<file path="src/rtl/aes_dec_ctrl_if.sv">
// Handshake and control bundle between the AES decryption controller,
// the key expansion unit, the round datapath and the surrounding logic.
interface aes_dec_ctrl_if;
  logic       key_load_i;
  logic       kexp_start_o;
  logic       kexp_ready_i;
  logic       text_valid_i;
  logic       text_ready_o;
  logic       dp_load_o;
  logic       dp_en_o;
  logic       dp_last_o;
  logic [3:0] round_num_o;
  logic       out_valid_o;
  logic       out_ready_i;
  logic       key_valid_o;
  logic       key_reject_o;
  logic       err_o;

  // Controller side
  modport master (
    input  key_load_i, kexp_ready_i, text_valid_i, out_ready_i,
    output kexp_start_o, text_ready_o, dp_load_o, dp_en_o, dp_last_o,
           round_num_o, out_valid_o, key_valid_o, key_reject_o, err_o
  );

  // Environment side (key expansion, datapath, upstream/downstream)
  modport slave (
    output key_load_i, kexp_ready_i, text_valid_i, out_ready_i,
    input  kexp_start_o, text_ready_o, dp_load_o, dp_en_o, dp_last_o,
           round_num_o, out_valid_o, key_valid_o, key_reject_o, err_o
  );
endinterface

</file>
<file path="src/rtl/aes_dec_ctrl.sv">
// AES decryption sequencer: runs key expansion (with timeout), accepts one
// ciphertext block at a time and steps the datapath through the initial
// AddRoundKey plus NUM_ROUNDS inverse rounds, then holds the plaintext
// until downstream takes it.
module aes_dec_ctrl #(
  parameter int NUM_ROUNDS     = 10,
  parameter int KEYGEN_TIMEOUT = 15
) (
  input logic           clk_i,
  input logic           rst_i,
  aes_dec_ctrl_if.master bus
);

  localparam int         TMO_W    = $clog2(KEYGEN_TIMEOUT + 1);
  localparam logic [3:0] LAST_RND = 4'(NUM_ROUNDS);
  localparam logic [TMO_W-1:0] TMO_LAST = TMO_W'(KEYGEN_TIMEOUT - 1);

  typedef enum logic [2:0] {
    IDLE,
    KEYGEN,
    READY,
    ROUND,
    OUT
  } state_t;

  state_t           state, state_nxt;
  logic [3:0]       rnd_cnt, rnd_cnt_nxt;
  logic [TMO_W-1:0] tmo_cnt, tmo_cnt_nxt;
  logic             key_valid, key_valid_nxt;
  logic             err, err_nxt;

  logic       kexp_start;
  logic       text_ready;
  logic       dp_load;
  logic       dp_en;
  logic       dp_last;
  logic [3:0] round_num;
  logic       out_valid;
  logic       key_reject;

  // State register
  always_ff @(posedge clk_i) begin
    if (rst_i) state <= IDLE;
    else       state <= state_nxt;
  end

  // Round counter, keygen timeout counter and the key-valid / error flags
  always_ff @(posedge clk_i) begin
    if (rst_i) begin
      rnd_cnt   <= '0;
      tmo_cnt   <= '0;
      key_valid <= 1'b0;
      err       <= 1'b0;
    end else begin
      rnd_cnt   <= rnd_cnt_nxt;
      tmo_cnt   <= tmo_cnt_nxt;
      key_valid <= key_valid_nxt;
      err       <= err_nxt;
    end
  end

  // Next-state and output decode; everything is forced low while in reset
  always_comb begin
    state_nxt     = state;
    rnd_cnt_nxt   = rnd_cnt;
    tmo_cnt_nxt   = tmo_cnt;
    key_valid_nxt = key_valid;
    err_nxt       = err;
    kexp_start    = 1'b0;
    text_ready    = 1'b0;
    dp_load       = 1'b0;
    dp_en         = 1'b0;
    dp_last       = 1'b0;
    round_num     = 4'd0;
    out_valid     = 1'b0;
    key_reject    = 1'b0;

    case (state)
      IDLE: begin
        if (bus.key_load_i) begin
          kexp_start    = 1'b1;
          state_nxt     = KEYGEN;
          key_valid_nxt = 1'b0;
          tmo_cnt_nxt   = '0;
          err_nxt       = 1'b0;
        end
      end

      KEYGEN: begin
        key_reject = bus.key_load_i;
        if (bus.kexp_ready_i) begin
          state_nxt     = READY;
          key_valid_nxt = 1'b1;
        end else if (tmo_cnt == TMO_LAST) begin
          state_nxt = IDLE;
          err_nxt   = 1'b1;
        end else begin
          tmo_cnt_nxt = tmo_cnt + 1'b1;
        end
      end

      READY: begin
        // A key load takes priority over a pending ciphertext block
        text_ready = !bus.key_load_i;
        if (bus.key_load_i) begin
          kexp_start    = 1'b1;
          state_nxt     = KEYGEN;
          key_valid_nxt = 1'b0;
          tmo_cnt_nxt   = '0;
          err_nxt       = 1'b0;
        end else if (bus.text_valid_i) begin
          dp_load     = 1'b1;
          state_nxt   = ROUND;
          rnd_cnt_nxt = 4'd0;
        end
      end

      ROUND: begin
        // rnd_cnt holds rounds already done, so the key index is one ahead;
        // it stops at NUM_ROUNDS-1 and therefore never wraps
        key_reject = bus.key_load_i;
        dp_en      = 1'b1;
        round_num  = rnd_cnt + 4'd1;
        dp_last    = (round_num == LAST_RND);
        if (dp_last) state_nxt = OUT;
        else         rnd_cnt_nxt = rnd_cnt + 4'd1;
      end

      OUT: begin
        key_reject = bus.key_load_i;
        out_valid  = 1'b1;
        if (bus.out_ready_i) state_nxt = READY;
      end

      default: state_nxt = IDLE;
    endcase

    if (rst_i) begin
      kexp_start = 1'b0;
      text_ready = 1'b0;
      dp_load    = 1'b0;
      dp_en      = 1'b0;
      dp_last    = 1'b0;
      round_num  = 4'd0;
      out_valid  = 1'b0;
      key_reject = 1'b0;
    end
  end

  assign bus.kexp_start_o = kexp_start;
  assign bus.text_ready_o = text_ready;
  assign bus.dp_load_o    = dp_load;
  assign bus.dp_en_o      = dp_en;
  assign bus.dp_last_o    = dp_last;
  assign bus.round_num_o  = round_num;
  assign bus.out_valid_o  = out_valid;
  assign bus.key_reject_o = key_reject;
  assign bus.key_valid_o  = key_valid && !rst_i;
  assign bus.err_o        = err && !rst_i;

endmodule

</file>
<file path="src/flat_wrapper.sv">
// flat-port wrapper written by rule: the top's interface ports become plain ports
module aes_dec_ctrl_flat 
#(
  parameter int NUM_ROUNDS     = 10,
  parameter int KEYGEN_TIMEOUT = 15
)
  (clk_i, rst_i, bus_key_load_i, bus_kexp_ready_i, bus_text_valid_i, bus_out_ready_i, bus_kexp_start_o, bus_text_ready_o, bus_dp_load_o, bus_dp_en_o, bus_dp_last_o, bus_round_num_o, bus_out_valid_o, bus_key_valid_o, bus_key_reject_o, bus_err_o);
  aes_dec_ctrl_if bus_i ();
  input logic clk_i;
  input logic rst_i;
  input wire logic [$bits(bus_i.key_load_i)-1:0] bus_key_load_i;
  input wire logic [$bits(bus_i.kexp_ready_i)-1:0] bus_kexp_ready_i;
  input wire logic [$bits(bus_i.text_valid_i)-1:0] bus_text_valid_i;
  input wire logic [$bits(bus_i.out_ready_i)-1:0] bus_out_ready_i;
  output wire logic [$bits(bus_i.kexp_start_o)-1:0] bus_kexp_start_o;
  output wire logic [$bits(bus_i.text_ready_o)-1:0] bus_text_ready_o;
  output wire logic [$bits(bus_i.dp_load_o)-1:0] bus_dp_load_o;
  output wire logic [$bits(bus_i.dp_en_o)-1:0] bus_dp_en_o;
  output wire logic [$bits(bus_i.dp_last_o)-1:0] bus_dp_last_o;
  output wire logic [$bits(bus_i.round_num_o)-1:0] bus_round_num_o;
  output wire logic [$bits(bus_i.out_valid_o)-1:0] bus_out_valid_o;
  output wire logic [$bits(bus_i.key_valid_o)-1:0] bus_key_valid_o;
  output wire logic [$bits(bus_i.key_reject_o)-1:0] bus_key_reject_o;
  output wire logic [$bits(bus_i.err_o)-1:0] bus_err_o;
  assign bus_i.key_load_i = bus_key_load_i;
  assign bus_i.kexp_ready_i = bus_kexp_ready_i;
  assign bus_i.text_valid_i = bus_text_valid_i;
  assign bus_i.out_ready_i = bus_out_ready_i;
  assign bus_kexp_start_o = bus_i.kexp_start_o;
  assign bus_text_ready_o = bus_i.text_ready_o;
  assign bus_dp_load_o = bus_i.dp_load_o;
  assign bus_dp_en_o = bus_i.dp_en_o;
  assign bus_dp_last_o = bus_i.dp_last_o;
  assign bus_round_num_o = bus_i.round_num_o;
  assign bus_out_valid_o = bus_i.out_valid_o;
  assign bus_key_valid_o = bus_i.key_valid_o;
  assign bus_key_reject_o = bus_i.key_reject_o;
  assign bus_err_o = bus_i.err_o;
  aes_dec_ctrl #(.NUM_ROUNDS(NUM_ROUNDS), .KEYGEN_TIMEOUT(KEYGEN_TIMEOUT)) u_core (.clk_i(clk_i), .rst_i(rst_i), .bus(bus_i));
endmodule
</file>
<file path="config.mk">
export PLATFORM = sky130hd
export DESIGN_NAME = aes_dec_ctrl_flat
export DESIGN_NICKNAME = d
export VERILOG_FILES = /design/src/rtl/aes_dec_ctrl_if.sv /design/src/rtl/aes_dec_ctrl.sv /design/src/flat_wrapper.sv
export SDC_FILE = /design/constraint.sdc
export NUM_CORES = 1
export LEC_CHECK = 0
export ABC_AREA = 1
export CAP_MARGIN = 20
export CORE_MARGIN = 4
export CORE_UTILIZATION = 45
export CTS_BUF_LIST = sky130_fd_sc_hd__clkbuf_8
export CTS_CLUSTER_SIZE = 30
export DETAILED_ROUTE_END_ITERATION = 8
export PLACE_DENSITY_LB_ADDON = 0.08
export SLEW_MARGIN = 5
export SYNTH_ARGS = -nofsm -noshare
export SYNTH_HDL_FRONTEND = slang
export SYNTH_SLANG_ARGS = --single-unit
</file>
<file path="constraint.sdc">
create_clock -name clk_i -period 1.8 [get_ports clk_i]
set_clock_uncertainty 0.1 [all_clocks]
set_input_delay 0.36 -clock clk_i [delete_from_list [all_inputs] [get_ports clk_i]]
set_output_delay 0.36 -clock clk_i [all_outputs]
set_load 0.01 [all_outputs]
</file>
==> load_flow_metrics.sql, run 1 <==
INSERT INTO impl_metrics (metric_group, metric, value, unit) VALUES
('cts', 'root_buffer', 'sky130_fd_sc_hd__clkbuf_8', ''),
('timing', 'fin_tns_setup', '0', 'ns'),
('finish', 'fill_cells', '149', ''),
('die', 'floorplan.initialDensity', '49.0', '%'),
('placement', 'pre_cts_slack', '-0.497', 'ns'),
('timing', 'fmaxAchievable', '557', 'MHz'),
('worst_setup_path', 'critical_path.max_fanout', '4', ''),
('synthesis', 'synthFlopType', 'sky130_fd_sc_hd__dfxtp_1', ''),
('timing', 'slew_headroom', '83.0', '%'),
('worst_setup_path', 'worst-path-buf-inv', '4', ''),
('grt', 'globalRoute.totalOverflow', '0', ''),
('timing', 'final.min_clock_period', '1.79', 'ns'),
('placement', 'numPortBuffers', '18', ''),
('cts', 'clk_pin_slew', '0.06', 'ns'),
('drt', 'finalWirelength', '2180', 'µm'),
('synthesis', 'ranking_of_synthesized_cells_by_area', 'sky130_fd_sc_hd__dfxtp_1, sky130_fd_sc_hd__nand2_1, sky130_fd_sc_hd__nor2_1', ''),
('placement', 'place_congestion', '0.822', ''),
('finish', 'finish.instance_area', '0.00129', 'mm²'),
('finish', 'multiInputGateArea', '546', 'µm²'),
('synthesis', 'synth_edf_count', '0', ''),
('timing', 'actual_slew_at_the_worst_max_slew_pin', '0.254', 'ns'),
('synthesis', 'netlist.area_leader.share', '29.8', '%'),
('timing', 'layout_worst_path_cycle_share', '99.7', '%'),
('power_and_ir_drop', 'power_report.internal_total', '565', 'µW'),
('worst_setup_path', 'critical_path_launch_point_type', 'flip-flop', ''),
('cts', 'clock_latency_on_the_worst_skew_pair', '0.24', 'ns'),
('synthesis', 'synthesis.area_per_instance', '6.57', 'µm²'),
('drt', 'wire_per_inst', '10.8', 'µm'),
('die', 'floorplan_die_height', '52.1', 'µm'),
('worst_setup_path', 'path_delay_family', 'buffers and inverters', ''),
('power_and_ir_drop', 'power.switching_fraction', '30.9', '%'),
('power_and_ir_drop', 'pwr-share-clk', '31.6', '%'),
('grt', 'via_count_of_the_first_global_routing_pass', '888', ''),
('cts', 'holdBufCountCts', '0', ''),
('synthesis', 'count_of_different_cell_masters_after_synthesis', '23', ''),
('drt', 'viasPerCell', '4.65', ''),
('finish', 'syn_to_final_growth', '47.4', '%'),
('synthesis', 'synth-seq-cells', '13', ''),
('finish', 'drive_above_1_share', '36.7', '%'),
('synthesis', 'yosys_warnings', '0', ''),
('die', 'rows', '15', ''),
('cts', 'numCtsBuffers', '3', ''),
('cts', 'cts-root-to-sink-buffers', '2', ''),
('synthesis', 'total_nets_after_synthesis', '143', ''),
('cts', 'clkSinkCount', '13', ''),
('worst_setup_path', 'crit_arrival', '1.33', 'ns'),
('timing', 'worst_slack', '0.00620', 'ns'),
('power_and_ir_drop', 'switching_power', '252', 'µW'),
('synthesis', 'seq_area_frac_synth', '29.8', '%'),
('worst_setup_path', 'max_stage_delay', '0.32', 'ns'),
('cts', 'htree_levels', '1', ''),
('power_and_ir_drop', 'leakage', '0.643', 'nW'),
('worst_setup_path', 'critical_path.endpoint_type', 'output pin', ''),
('die', 'die_area', '0.00271', 'mm²'),
('die', 'die_width', '52.1', 'µm'),
('synthesis', 'asyncSetResetFlopFracSynth', '0', '%'),
('finish', 'final_nets', '188', ''),
('cts', 'clock_tree_from_tritoncts', 'done', ''),
('synthesis', 'syn_inst', '133', ''),
('grt', 'grt_first_pass_wirelength', '3600', 'µm'),
('die', 'fp.coreArea', '0.00178', 'mm²'),
('worst_hold_path', 'hp-class', 'flip-flop to flip-flop', ''),
('grt', 'grt_max_degree', '15', ''),
('status', 'status', 'finished, final reports clean', ''),
('finish', 'antenna-diode-count', '0', ''),
('drt', 'route.vias.total', '939', ''),
('synthesis', 'syn-cell-area', '873', 'µm²'),
('die', 'io_pins', '19', ''),
('finish', 'most_common_cell_after_layout_fill_and_taps_aside', 'sky130_fd_sc_hd__nand2_1', ''),
('finish', 'seqCellArea', '267', 'µm²'),
('timing', 'finalMaxSlewViolations', '0', '');
[layout make-up]
class / count / share of cell area [%]
Clock buffer: 3 / 3.21
Clock inverter: 1 / 0.292
Inverter: 23 / 6.71
Multi-Input combinational cell: 96 / 42.4
Sequential cell: 13 / 20.7
Tap cell: 25 / 2.43
Timing Repair Buffer: 41 / 24.3
[power groups by stage]
| stage | logic, mW | registers (mW) | clock network (mW) |
|---|---|---|---|
| 2_1_floorplan | 0.125 | 0.329 | 0 |
| 4_1_cts | 0.223 | 0.323 | 0.260 |
| 6_report | 0.234 | 0.325 | 0.259 |
| 3_3_place_gp | 0.220 | 0.325 | 0 |
| 5_1_grt | 0.261 | 0.327 | 0.273 |
| 3_5_place_dp | 0.224 | 0.326 | 0 |
[registers in the layout, summed over array words and instances, names as in the netlist]
name,cells
u_core.key_valid,1
u_core.err,1
u_core.rnd_cnt,4
u_core.tmo_cnt,4
u_core.state,3
[logic make-up after synthesis]
family / count (synthesis) / share of synthesized area, %
AND/OR/NAND/NOR: 81 / 47.3
buffers and inverters: 24 / 10.3
flip-flops: 13 / 29.8
AO/OA/AOI/OAI: 11 / 6.88
adder cells (fa/ha/maj): 4 / 5.73
[synthesized netlist by cell type, types with 2 or more instances]
| cell | n |
|---|---|
| sky130_fd_sc_hd__nand2_1 | 29 |
| sky130_fd_sc_hd__nor2_1 | 25 |
| sky130_fd_sc_hd__inv_1 | 19 |
| sky130_fd_sc_hd__dfxtp_1 | 13 |
| sky130_fd_sc_hd__nand3_1 | 10 |
| sky130_fd_sc_hd__a21oi_1 | 7 |
| sky130_fd_sc_hd__ha_1 | 4 |
| sky130_fd_sc_hd__inv_2 | 4 |
| sky130_fd_sc_hd__nand2_2 | 4 |
| sky130_fd_sc_hd__nand2_4 | 4 |
| sky130_fd_sc_hd__nor2_4 | 2 |
[worst paths after layout]
check | start | end | slack [ns] | cells after the start
setup / recovery | u_core.rnd_cnt[1] | bus_dp_last_o | 0.006 | 6
hold / removal | u_core.err | u_core.err | 0.37 | 2
setup reg to reg | u_core.rnd_cnt[1] | u_core.rnd_cnt[0] | 0.15 | 13
hold reg to reg | u_core.err | u_core.err | 0.37 | 2
[through the flow]
stage                     total power, mW  utilization, %  cells
after floorplan                     0.454               -    133
after global placement              0.545            68.6    194
after detailed placement            0.551            68.6    194
after CTS                           0.806            70.9    200
after global routing                0.862            72.2    202
final                               0.818            72.2    202
[metal layers]
metal  vias up  global-route usage, %  wire length (µm)
met5         -                      0                 0
met3         4                   3.44                83
met2        16                   30.5              1070
met1       416                   21.7               985
met4         0                   9.17                39
li1        503                      -                 -
[timing repair]
action | CTS | global route
resized for setup | 37 | 17
setup endpoints to repair | 13 | 7
endpoints found under the hold margin | 0 | 0
pin swaps | 2 | 8
buffers inserted | 2 | 2
[tightest hold or removal path, stage by stage (launching register included)]
cell	delay, ns
sky130_fd_sc_hd__dfxtp_1	0.30
sky130_fd_sc_hd__nand2_1	0.06
sky130_fd_sc_hd__a21oi_1	0.06
(Power assumes the default switching activity.)
==> inputs of run 2 (changes only) <==
- CORE_UTILIZATION: 45 -> 35
- DONT_BUFFER_PORTS: not set -> 1
==> run 2 against run 1 <==
Core utilization down 26 points. Largest power group unchanged. Highest routed layer unchanged. Via count fell by 15%. Critical endpoint is now bus_round_num_o[2]. Largest cell class unchanged. Clock-buffer cell count unchanged. First-iteration DRC count shrank 6.3%.
==> load_flow_metrics.sql, run 2 (synthesis results as in run 1) <==
INSERT INTO impl_metrics (metric_group, metric, value, unit) VALUES
('status', 'status', 'finished, final reports clean', ''),
('cts', 'clock_latency_on_the_worst_skew_pair', '0.25', 'ns'),
('die', 'floorplan.initialDensity', '38.0', '%'),
('run', 'maxCapViolations', '0', ''),
('grt', 'grt_max_degree', '16', ''),
('worst_hold_path', 'min-delay-start', 'rst_i', ''),
('timing', 'grt_setup_unrepaired', 'yes', ''),
('finish', 'layout_common_cells', 'sky130_fd_sc_hd__nand2_1, sky130_fd_sc_hd__nor2_1, sky130_fd_sc_hd__inv_1', ''),
('cts', 'clk_pin_slew', '0.06', 'ns'),
('cts', 'root_buffer', 'sky130_fd_sc_hd__clkbuf_8', ''),
('worst_setup_path', 'worstReg2RegEnd', 'u_core.tmo_cnt[3]', ''),
('die', 'die_area', '0.00336', 'mm²'),
('die', 'fp.coreArea', '0.00230', 'mm²'),
('drt', 'route.vias.total', '801', ''),
('drt', 'wire_per_inst', '11.4', 'µm'),
('finish', 'antenna-diode-count', '0', ''),
('worst_setup_path', 'worst_path_max_delay_cell', 'sky130_fd_sc_hd__dfxtp_1', ''),
('grt', 'grt_first_pass_wirelength', '3240', 'µm'),
('die', 'floorplan_die_height', '58.0', 'µm'),
('finish', 'syn_to_final_growth', '21.2', '%'),
('worst_setup_path', 'critical_path_launch_point_type', 'flip-flop', ''),
('worst_setup_path', 'max_stage_delay', '0.31', 'ns'),
('worst_setup_path', 'ff2ff_setup_slack', '0.34', 'ns'),
('cts', 'clock_tree_from_tritoncts', 'done', ''),
('timing', 'final_hold_viol_count', '0', ''),
('worst_setup_path', 'crit_arrival', '1.28', 'ns'),
('finish', 'drive_above_1_share', '29.2', '%'),
('worst_setup_path', 'worst_ep_required_time', '1.34', 'ns'),
('cts', 'holdBufCountCts', '0', ''),
('timing', 'worst_slack', '0.0574', 'ns'),
('worst_setup_path', 'critical_setup_path_class', 'flip-flop to output pin', ''),
('drt', 'viasPerCell', '4.66', ''),
('drt', 'drt.antenna.violating_nets', '0', ''),
('worst_hold_path', 'worstHoldEndpoint', 'u_core.rnd_cnt[2]', ''),
('power_and_ir_drop', 'post-layout-total-power', '773', 'µW'),
('drt', 'finalWirelength', '1960', 'µm'),
('grt', 'globalRoute.totalOverflow', '0', ''),
('timing', 'actual_slew_at_the_worst_max_slew_pin', '0.298', 'ns'),
('timing', 'finalMaxSlewViolations', '0', ''),
('cts', 'cts-root-to-sink-buffers', '2', ''),
('worst_setup_path', 'timing.critical_path.from', 'u_core.state[2]', ''),
('timing', 'fmaxAchievable', '574', 'MHz'),
('finish', 'multiInputGateArea', '559', 'µm²'),
('worst_setup_path', 'timing.critical_path.depth', '6', ''),
('worst_setup_path', 'path_delay_family', 'simple AND/OR/NAND/NOR gates', ''),
('placement', 'numPortBuffers', '0', ''),
('drt', 'detail_route.iter0.violations', '15', ''),
('worst_setup_path', 'reg2regPathDepth', '8', ''),
('worst_hold_path', 'worst_hold_path.num_cells', '1', ''),
('die', 'rows', '17', ''),
('finish', 'most_common_cell_after_layout_fill_and_taps_aside', 'sky130_fd_sc_hd__nand2_1', ''),
('worst_setup_path', 'path_cells', 'inv_2 -> nand2_4 -> nor2_8 -> buf_4 -> nand2_1 -> nor2_2', ''),
('drt', 'drtPass1Iterations', '4', ''),
('power_and_ir_drop', 'peakVddDrop', '562', 'µV'),
('power_and_ir_drop', 'pwr_density_cell', '730', 'mW/mm²'),
('grt', 'grt_usage', '12.3', '%'),
('placement', 'pre_cts_slack', '0.128', 'ns'),
('worst_hold_path', 'hp-class', 'primary input to flip-flop', ''),
('power_and_ir_drop', 'leakage', '0.468', 'nW'),
('grt', 'via_count_of_the_first_global_routing_pass', '722', ''),
('timing', 'total_setup_violations_reported_at_the_end_of_the_flow', '0', ''),
('placement', 'place_congestion', '0.755', ''),
('die', 'die_width', '58.0', 'µm'),
('worst_setup_path', 'critical_path.endpoint_type', 'output pin', ''),
('die', 'io_pins', '19', ''),
('grt', 'antenna_violations_before_repair', '0', ''),
('placement', 'detailed_place_hpwl', '1500', 'µm'),
('worst_setup_path', 'timing.rr.start', 'u_core.tmo_cnt[0]', ''),
('drt', 'remaining_drc_errors', '0', ''),
('cts', 'numCtsBuffers', '3', ''),
('finish', 'seqCellArea', '272', 'µm²'),
('finish', 'final_nets', '155', ''),
('worst_setup_path', 'worst-path-buf-inv', '2', ''),
('timing', 'layout_worst_path_cycle_share', '96.8', '%'),
('finish', 'fill_cells', '242', ''),
('cts', 'clkSinkCount', '13', ''),
('timing', 'final.min_clock_period', '1.74', 'ns'),
('timing', 'slew_headroom', '80.0', '%'),
('worst_setup_path', 'critical_path.max_fanout', '5', ''),
('finish', 'largest_registers', 'u_core.rnd_cnt: 4 flops, u_core.tmo_cnt: 4 flops, u_core.state: 3 flops', ''),
('cts', 'htree_levels', '1', '');
-- run 2: cell types whose count changed in the layout (fill, tap and decap cells not counted), moves of 3 or more --
cell,previous run,this run
sky130_fd_sc_hd__buf_4,21,8
sky130_fd_sc_hd__buf_2,6,0
sky130_fd_sc_hd__dlygate4sd2_1,6,0
sky130_fd_sc_hd__clkdlybuf4s50_1,3,0
sky130_fd_sc_hd__nor2_2,0,3
-- run 2: worst max path at each step --
stage                                     to  slack (ns)
after floorplan                bus_dp_last_o        0.22
after global placement         bus_dp_last_o        0.16
after detailed placement       bus_dp_last_o        0.13
after CTS                 bus_round_num_o[2]       0.004
after global routing           bus_dp_last_o       -0.03
final                     bus_round_num_o[2]        0.06
-- run 2: layout make-up --
cell class                      count  share of cell area [%]
Clock buffer                        3                    3.90
Tap cell                           28                    3.31
Timing Repair Buffer                8                    5.67
Sequential cell                    13                    25.6
Multi-Input combinational cell     96                    52.8
Clock inverter                      1                   0.473
Inverter                           23                    8.16
-- run 2: per-layer routing --
metal | up-vias | routed length [µm] | track usage, %
met1 | 350 | 873 | 16.2
met3 | 4 | 117 | 4.45
met5 | - | 0 | 0
met2 | 15 | 945 | 18.7
met4 | 0 | 25 | 3.97
li1 | 432 | - | -
-- run 2: stage by stage --
step                      hold WS [ns]  instance area, µm²  util, %  TNS, ns  cells
after global placement           0.332                 912     39.7        0    161
after detailed placement         0.334                 912     39.7        0    161
after floorplan                  0.329                 873        -        0    133
after CTS                       0.0618                 975     42.4        0    165
final                           0.0678                1060     46.1        0    172
after global routing            0.0654                1060     46.1  -0.0599    172
-- run 2: timing repair --
action	in CTS	in global routing
gates resized for setup	6	10
pin swaps	1	5
hold endpoints to repair	0	0
setup buffers	0	7
cloned	0	0
endpoints found under the setup margin	2	3
-- run 2: power breakdown --
part | internal (mW) | switching (mW)
Sequential | 0.306 | 0.0229
Combinational | 0.0666 | 0.104
Clock | 0.153 | 0.119
